**src/rtl/uart_cmd_sequencer_pkg.sv**
```systemverilog
// Shared constants and FSM state type for the UART command sequencer.
package uart_cmd_sequencer_pkg;

   localparam logic [7:0] CMD_RF_WR   = 8'hAA;
   localparam logic [7:0] CMD_RF_RD   = 8'hBB;
   localparam logic [7:0] CMD_ALU_OP  = 8'hCC;
   localparam logic [7:0] CMD_ALU_NOP = 8'hDD;

   localparam int unsigned ADDR_OP_A = 0;
   localparam int unsigned ADDR_OP_B = 1;

   typedef enum logic [3:0] {
      StIdle,
      StWrAddr,
      StWrData,
      StRdAddr,
      StRdWait,
      StRdSend,
      StAluA,
      StAluB,
      StAluFun,
      StAluWait,
      StSendLo,
      StSendHi
   } seq_state_e;

endpackage

```
**src/rtl/uart_cmd_sequencer_tx_byte_pusher.sv**
```systemverilog
// Holds up to two response bytes and pushes them, low byte first, into the TX FIFO.
module uart_cmd_sequencer_tx_byte_pusher #(
   parameter int unsigned DATA_WIDTH = 8
) (
   input  logic                    CLK,
   input  logic                    RST,
   input  logic                    load,
   input  logic                    load_two,
   input  logic [2*DATA_WIDTH-1:0] load_data,
   input  logic                    FIFO_FULL,
   output logic [1:0]              pending,
   output logic [DATA_WIDTH-1:0]   WR_DATA,
   output logic                    WR_INC
);

   logic [2*DATA_WIDTH-1:0] buf_q, buf_d;
   logic [1:0]              cnt_q, cnt_d;
   logic [DATA_WIDTH-1:0]   wr_data_q, wr_data_d;
   logic                    wr_inc_q, wr_inc_d;

   // A push cycle is always followed by an idle cycle so consecutive pushes stay
   // distinct pulses and FIFO_FULL has a cycle to reflect the previous push.
   always_comb begin
      buf_d     = buf_q;
      cnt_d     = cnt_q;
      wr_data_d = wr_data_q;
      wr_inc_d  = 1'b0;
      if (load) begin
         buf_d = load_data;
         cnt_d = load_two ? 2'd2 : 2'd1;
      end else if ((cnt_q != 2'd0) && !FIFO_FULL && !wr_inc_q) begin
         wr_inc_d  = 1'b1;
         wr_data_d = buf_q[DATA_WIDTH-1:0];
         buf_d     = {{DATA_WIDTH{1'b0}}, buf_q[2*DATA_WIDTH-1:DATA_WIDTH]};
         cnt_d     = cnt_q - 2'd1;
      end
   end

   always_ff @(posedge CLK or negedge RST) begin
      if (!RST) begin
         buf_q     <= '0;
         cnt_q     <= 2'd0;
         wr_data_q <= '0;
         wr_inc_q  <= 1'b0;
      end else begin
         buf_q     <= buf_d;
         cnt_q     <= cnt_d;
         wr_data_q <= wr_data_d;
         wr_inc_q  <= wr_inc_d;
      end
   end

   assign pending = cnt_q;
   assign WR_DATA = wr_data_q;
   assign WR_INC  = wr_inc_q;

endmodule

```
**src/rtl/uart_cmd_sequencer.sv**
```systemverilog
// Decodes UART command frames into register-file accesses and ALU operations,
// returning results through the TX FIFO.
module uart_cmd_sequencer
   import uart_cmd_sequencer_pkg::*;
#(
   parameter int unsigned DATA_WIDTH    = 8,
   parameter int unsigned ADDR_WIDTH    = 4,
   parameter int unsigned FUN_WIDTH     = 4,
   parameter int unsigned ALU_OUT_WIDTH = 16
) (
   input  logic                     CLK,
   input  logic                     RST,
   input  logic [DATA_WIDTH-1:0]    RX_P_DATA,
   input  logic                     RX_D_VLD,
   input  logic [DATA_WIDTH-1:0]    RdData,
   input  logic                     RdData_Valid,
   input  logic [ALU_OUT_WIDTH-1:0] ALU_OUT,
   input  logic                     OUT_Valid,
   input  logic                     FIFO_FULL,
   output logic                     WrEn,
   output logic                     RdEn,
   output logic [ADDR_WIDTH-1:0]    Address,
   output logic [DATA_WIDTH-1:0]    WrData,
   output logic                     ALU_EN,
   output logic [FUN_WIDTH-1:0]     ALU_FUN,
   output logic                     CLK_GATE_EN,
   output logic [DATA_WIDTH-1:0]    WR_DATA,
   output logic                     WR_INC
);

   seq_state_e state_q, state_d;

   logic [ADDR_WIDTH-1:0] addr_q, addr_d;
   logic [DATA_WIDTH-1:0] wr_data_q, wr_data_d;
   logic [FUN_WIDTH-1:0]  alu_fun_q, alu_fun_d;
   logic                  wr_en_q, wr_en_d;
   logic                  rd_en_q, rd_en_d;
   logic                  alu_en_q, alu_en_d;
   logic                  clk_gate_q, clk_gate_d;

   logic                     push_load;
   logic                     push_two;
   logic [ALU_OUT_WIDTH-1:0] push_data;
   logic [1:0]               pending;

   always_comb begin
      state_d   = state_q;
      addr_d    = addr_q;
      wr_data_d = wr_data_q;
      alu_fun_d = alu_fun_q;
      wr_en_d   = 1'b0;
      rd_en_d   = 1'b0;
      alu_en_d  = 1'b0;
      push_load = 1'b0;
      push_two  = 1'b0;
      push_data = '0;

      unique case (state_q)
         StIdle: begin
            if (RX_D_VLD) begin
               case (RX_P_DATA)
                  CMD_RF_WR:   state_d = StWrAddr;
                  CMD_RF_RD:   state_d = StRdAddr;
                  CMD_ALU_OP:  state_d = StAluA;
                  CMD_ALU_NOP: state_d = StAluFun;
                  default:     state_d = StIdle;
               endcase
            end
         end
         StWrAddr: begin
            if (RX_D_VLD) begin
               addr_d  = RX_P_DATA[ADDR_WIDTH-1:0];
               state_d = StWrData;
            end
         end
         StWrData: begin
            if (RX_D_VLD) begin
               wr_en_d   = 1'b1;
               wr_data_d = RX_P_DATA;
               state_d   = StIdle;
            end
         end
         StRdAddr: begin
            if (RX_D_VLD) begin
               addr_d  = RX_P_DATA[ADDR_WIDTH-1:0];
               rd_en_d = 1'b1;
               state_d = StRdWait;
            end
         end
         StRdWait: begin
            if (RdData_Valid) begin
               push_load = 1'b1;
               push_data = {{(ALU_OUT_WIDTH-DATA_WIDTH){1'b0}}, RdData};
               state_d   = StRdSend;
            end
         end
         StRdSend: begin
            if (pending == 2'd0) state_d = StIdle;
         end
         StAluA: begin
            if (RX_D_VLD) begin
               addr_d    = ADDR_WIDTH'(ADDR_OP_A);
               wr_data_d = RX_P_DATA;
               wr_en_d   = 1'b1;
               state_d   = StAluB;
            end
         end
         StAluB: begin
            if (RX_D_VLD) begin
               addr_d    = ADDR_WIDTH'(ADDR_OP_B);
               wr_data_d = RX_P_DATA;
               wr_en_d   = 1'b1;
               state_d   = StAluFun;
            end
         end
         StAluFun: begin
            if (RX_D_VLD) begin
               alu_fun_d = RX_P_DATA[FUN_WIDTH-1:0];
               alu_en_d  = 1'b1;
               state_d   = StAluWait;
            end
         end
         StAluWait: begin
            if (OUT_Valid) begin
               push_load = 1'b1;
               push_two  = 1'b1;
               push_data = ALU_OUT;
               state_d   = StSendLo;
            end
         end
         // The pusher counts down as it drains; these states track that count.
         StSendLo: begin
            if (pending == 2'd1) state_d = StSendHi;
         end
         StSendHi: begin
            if (pending == 2'd0) state_d = StIdle;
         end
         default: state_d = StIdle;
      endcase

      clk_gate_d = (state_d == StAluFun) || (state_d == StAluWait) ||
                   (state_d == StSendLo) || (state_d == StSendHi);
   end

   always_ff @(posedge CLK or negedge RST) begin
      if (!RST) begin
         state_q    <= StIdle;
         addr_q     <= '0;
         wr_data_q  <= '0;
         alu_fun_q  <= '0;
         wr_en_q    <= 1'b0;
         rd_en_q    <= 1'b0;
         alu_en_q   <= 1'b0;
         clk_gate_q <= 1'b0;
      end else begin
         state_q    <= state_d;
         addr_q     <= addr_d;
         wr_data_q  <= wr_data_d;
         alu_fun_q  <= alu_fun_d;
         wr_en_q    <= wr_en_d;
         rd_en_q    <= rd_en_d;
         alu_en_q   <= alu_en_d;
         clk_gate_q <= clk_gate_d;
      end
   end

   uart_cmd_sequencer_tx_byte_pusher #(
      .DATA_WIDTH (DATA_WIDTH)
   ) u_tx_byte_pusher (
      .CLK       (CLK),
      .RST       (RST),
      .load      (push_load),
      .load_two  (push_two),
      .load_data (push_data),
      .FIFO_FULL (FIFO_FULL),
      .pending   (pending),
      .WR_DATA   (WR_DATA),
      .WR_INC    (WR_INC)
   );

   assign WrEn        = wr_en_q;
   assign RdEn        = rd_en_q;
   assign Address     = addr_q;
   assign WrData      = wr_data_q;
   assign ALU_EN      = alu_en_q;
   assign ALU_FUN     = alu_fun_q;
   assign CLK_GATE_EN = clk_gate_q;

endmodule

```
**config.mk**
```make
export PLATFORM = sky130hd
export DESIGN_NAME = uart_cmd_sequencer
export DESIGN_NICKNAME = d
export VERILOG_FILES = /design/src/rtl/uart_cmd_sequencer_pkg.sv /design/src/rtl/uart_cmd_sequencer_tx_byte_pusher.sv /design/src/rtl/uart_cmd_sequencer.sv
export SDC_FILE = /design/constraint.sdc
export NUM_CORES = 1
export LEC_CHECK = 0
export ABC_AREA = 1
export CORE_ASPECT_RATIO = 2
export CORE_MARGIN = 2
export CORE_UTILIZATION = 55
export CTS_BUF_LIST = sky130_fd_sc_hd__clkbuf_8
export DETAILED_ROUTE_END_ITERATION = 16
export DONT_BUFFER_PORTS = 1
export HOLD_SLACK_MARGIN = 0.1
export PLACE_DENSITY = 0.7
export SLEW_MARGIN = 20
export SYNTH_ARGS = -nofsm -noshare
export SYNTH_HDL_FRONTEND = slang
export SYNTH_SLANG_ARGS = --single-unit
```
**constraint.sdc**
```tcl
create_clock -name CLK -period 1.8 [get_ports CLK]
set_input_delay 0.54 -clock CLK [delete_from_list [all_inputs] [get_ports CLK]]
set_output_delay 0.54 -clock CLK [all_outputs]
set_load 0.02 [all_outputs]
```
==> results.txt <==
fin crit share: 0.8950
worst vdd ir: 0.6716 mV
Post-synth ARST share: 1.000
antenna viol nets, final: 0
Port-buffer cells: 0
post-synthesis xor/xnor area fraction: 0
sequential cell area fraction in the yosys report: 0.4869
Row Count: 35
CTS tree: yes
EDFF count, synth: 0
die width: 52.82 um
slowest cell on the critical path: dfrtp_1
CP max stage delay: 400 ps
Crit Path Category: flip-flop to flip-flop
RD Place Congestion: 0.9465
hpwl dp: 4528 um
Critical Path Sink Type: flip-flop
hold slack: 344.6 ps
Slew @ Worst Pin: 467.3 ps
synth warn: 0
endpoints failing setup: 0
largest family of logic cells by synthesized area: simple AND/OR/NAND/NOR gates
Synth cell types: 25
initial DRC count: 34
Starting Density: 0.5701
worst path cell trace: inv_1 -> ha_1 -> nor3_4 -> buf_4 -> nor2_2 -> nand2_1 -> nand2_1 -> inv_1
Vias/cell: 5.460
Worst Reg-to-Reg Cells: 8
Die Span Y: 101.6 um
H-tree depth: 2
minimum clock period: 1611 ps
total gr overflow: 0
Synth Area in Simple Gates: 0.3642
die area: 0.005368 mm2
post-synth top area share: 0.4869
Worst setup SP type: flip-flop
total leakage power: 1.551 nW
setup slack, reg-to-reg: 190 ps
Synth Area in Compound Gates: 0.05489
Detailed Route WL: 5857 um
WP buf/inv: 3
Root Buffer: clkbuf_8
crit-path leading delay family: simple AND/OR/NAND/NOR gates
DR pass1 iterations: 6
unrepaired setup endpoints after global routing: false
Hold WC Path Type: primary input to flip-flop
area growth from synthesis to layout: 7.876%
Syn Area/Cell: 7.687 um2
Worst Skew: 3.717 ps
share of cells above drive strength 1: 0.1060
# clock sinks: 51
DR DRC count: 0
post-layout util: 0.6150
relative slew slack: 0.6881
antenna violations before repair: 0
worst skew pair latency: 300 ps
synthesized net count: 381
Setup TNS: 0 ps
vias in the first global route: 2145
Worst Path Required: 2010 ps
Synth Area in Adders: 0.009547
first-pass GRT wire length: 9653 um
CP Data Arrival Time: 1820 ps
Fin. Hold Viols: 0
Post-Synthesis Cells: 341
Vias: 2206
placed cells: 394
FF+latch count, synth: 51
core area: 0.004598 mm2
CTS Buf Count: 5
Worst Hold Depth: 2
largest area contributor in the netlist: dfrtp_1
Antenna Cells: 0
mapped cell area: 0.002621 mm2
CP max FO: 12
CTS clk-pin slew, worst paths: 100 ps
fin. max-slew vios: 0
top cells by instance count after synthesis: 119 x nand2_1, 51 x dfrtp_1, 45 x nand3_1
max_cap viols: 0
clk buf depth: 2
mux contribution to synthesized area: 0
Final Net Count: 388
PwrDens: 1414 mW/mm2
I/O pin count: 67
pin count of the biggest net entering global routing: 52
most frequent cell after synthesis: nand2_1
routed length per instance: 14.50 um
ys flop type: dfrtp_1
GRT Total Usage: 0.2400
top post-synthesis cells by area: dfrtp_1 49%, nand2_1 17%, nand3_1 8.6%
status: complete, no violations
number of setup buffers added after CTS: 0
fmax: 620.7 MHz
WP depth: 8
non-filler cells, final: 404
[worst paths after layout]
check	startpoint	end
worst max-delay path	u_tx_byte_pusher.pending[0]	u_tx_byte_pusher.buf_q[2]
worst min-delay path	RX_P_DATA[7]	WrData[7]
worst max register to register	u_tx_byte_pusher.pending[0]	u_tx_byte_pusher.buf_q[2]
worst min register to register	u_tx_byte_pusher.buf_q[10]	u_tx_byte_pusher.buf_q[10]
max in group asynchronous	RST	u_tx_byte_pusher.WR_DATA[6]
min in group asynchronous	RST	CLK_GATE_EN
[per-stage QoR]
stage	cell area (um2)	setup WS, ps	power, mW
global route	2828	28.02	4.311
detailed placement	2686	109.2	3.288
global placement	2686	189.3	3.257
CTS	2823	105.5	4.022
finish	2828	189.0	3.999
floorplan	2621	236.6	2.999
[flip-flops by register name, indices dropped and copies added, names as in the netlist]
register and flops:
state_q 4, u_tx_byte_pusher.pending 2, u_tx_byte_pusher.buf_q 16, RdEn 1
Address 4, WrData 8, ALU_FUN 4, ALU_EN 1
u_tx_byte_pusher.WR_DATA 8, u_tx_byte_pusher.WR_INC 1, WrEn 1, CLK_GATE_EN 1
[layer usage]
layer | GRT usage | vias to the layer above | share of wire
li1 | - | 1098 | -
met1 | 0.2364 | 1018 | 0.35
met2 | 0.4663 | 81 | 0.58
met3 | 0.04130 | 9 | 0.052
met4 | 0.09467 | 0 | 0.019
met5 | 0 | - | 0
[cell families (layout without fill, tap and decap cells)]
group	Yosys count	in the layout
adders and majority gates	2	2
and+or+nand+nor	212	212
buffers and inverters	51	59
AOI/OAI and AO/OA	25	25
DFF	51	51
[area by class of cell]
type / count / area (um2)
Tap cell: 55 / 68.82
Timing Repair Buffer: 11 / 105.1
Fill cell: 431 / 1770
Inverter: 40 / 150.1
Clock inverter: 2 / 16.27
Multi-Input combinational cell: 239 / 1129
Clock buffer: 6 / 82.58
Sequential cell: 51 / 1276
[layout by cell type (no fill, tap or decap), drive strengths merged]
master	synthesis	routed
inv	40	40
nand3	47	47
nand2	122	122
clkinv	0	1
nor3	2	2
a21oi	1	1
nand4	12	12
clkbuf	3	6
buf	8	10
nor2	28	28
nand3b	1	1
clkinvlp	0	1
ha	2	2
o21ai	24	24
dlygate4sd3	0	1
dfrtp	51	51
[repair_timing]
item,CTS,global route
endpoints found under the hold margin,51,0
hold buffers,2,0
gates resized for setup,0,1
endpoints found under the setup margin,0,13
[report_power, final]
group | total (mW) | internal (mW) | switching (mW)
combinational | 1.17 | 0.423 | 0.752
clock | 0.713 | 0.315 | 0.398
sequential | 2.11 | 1.52 | 0.587
(Power assumes the default switching activity.)
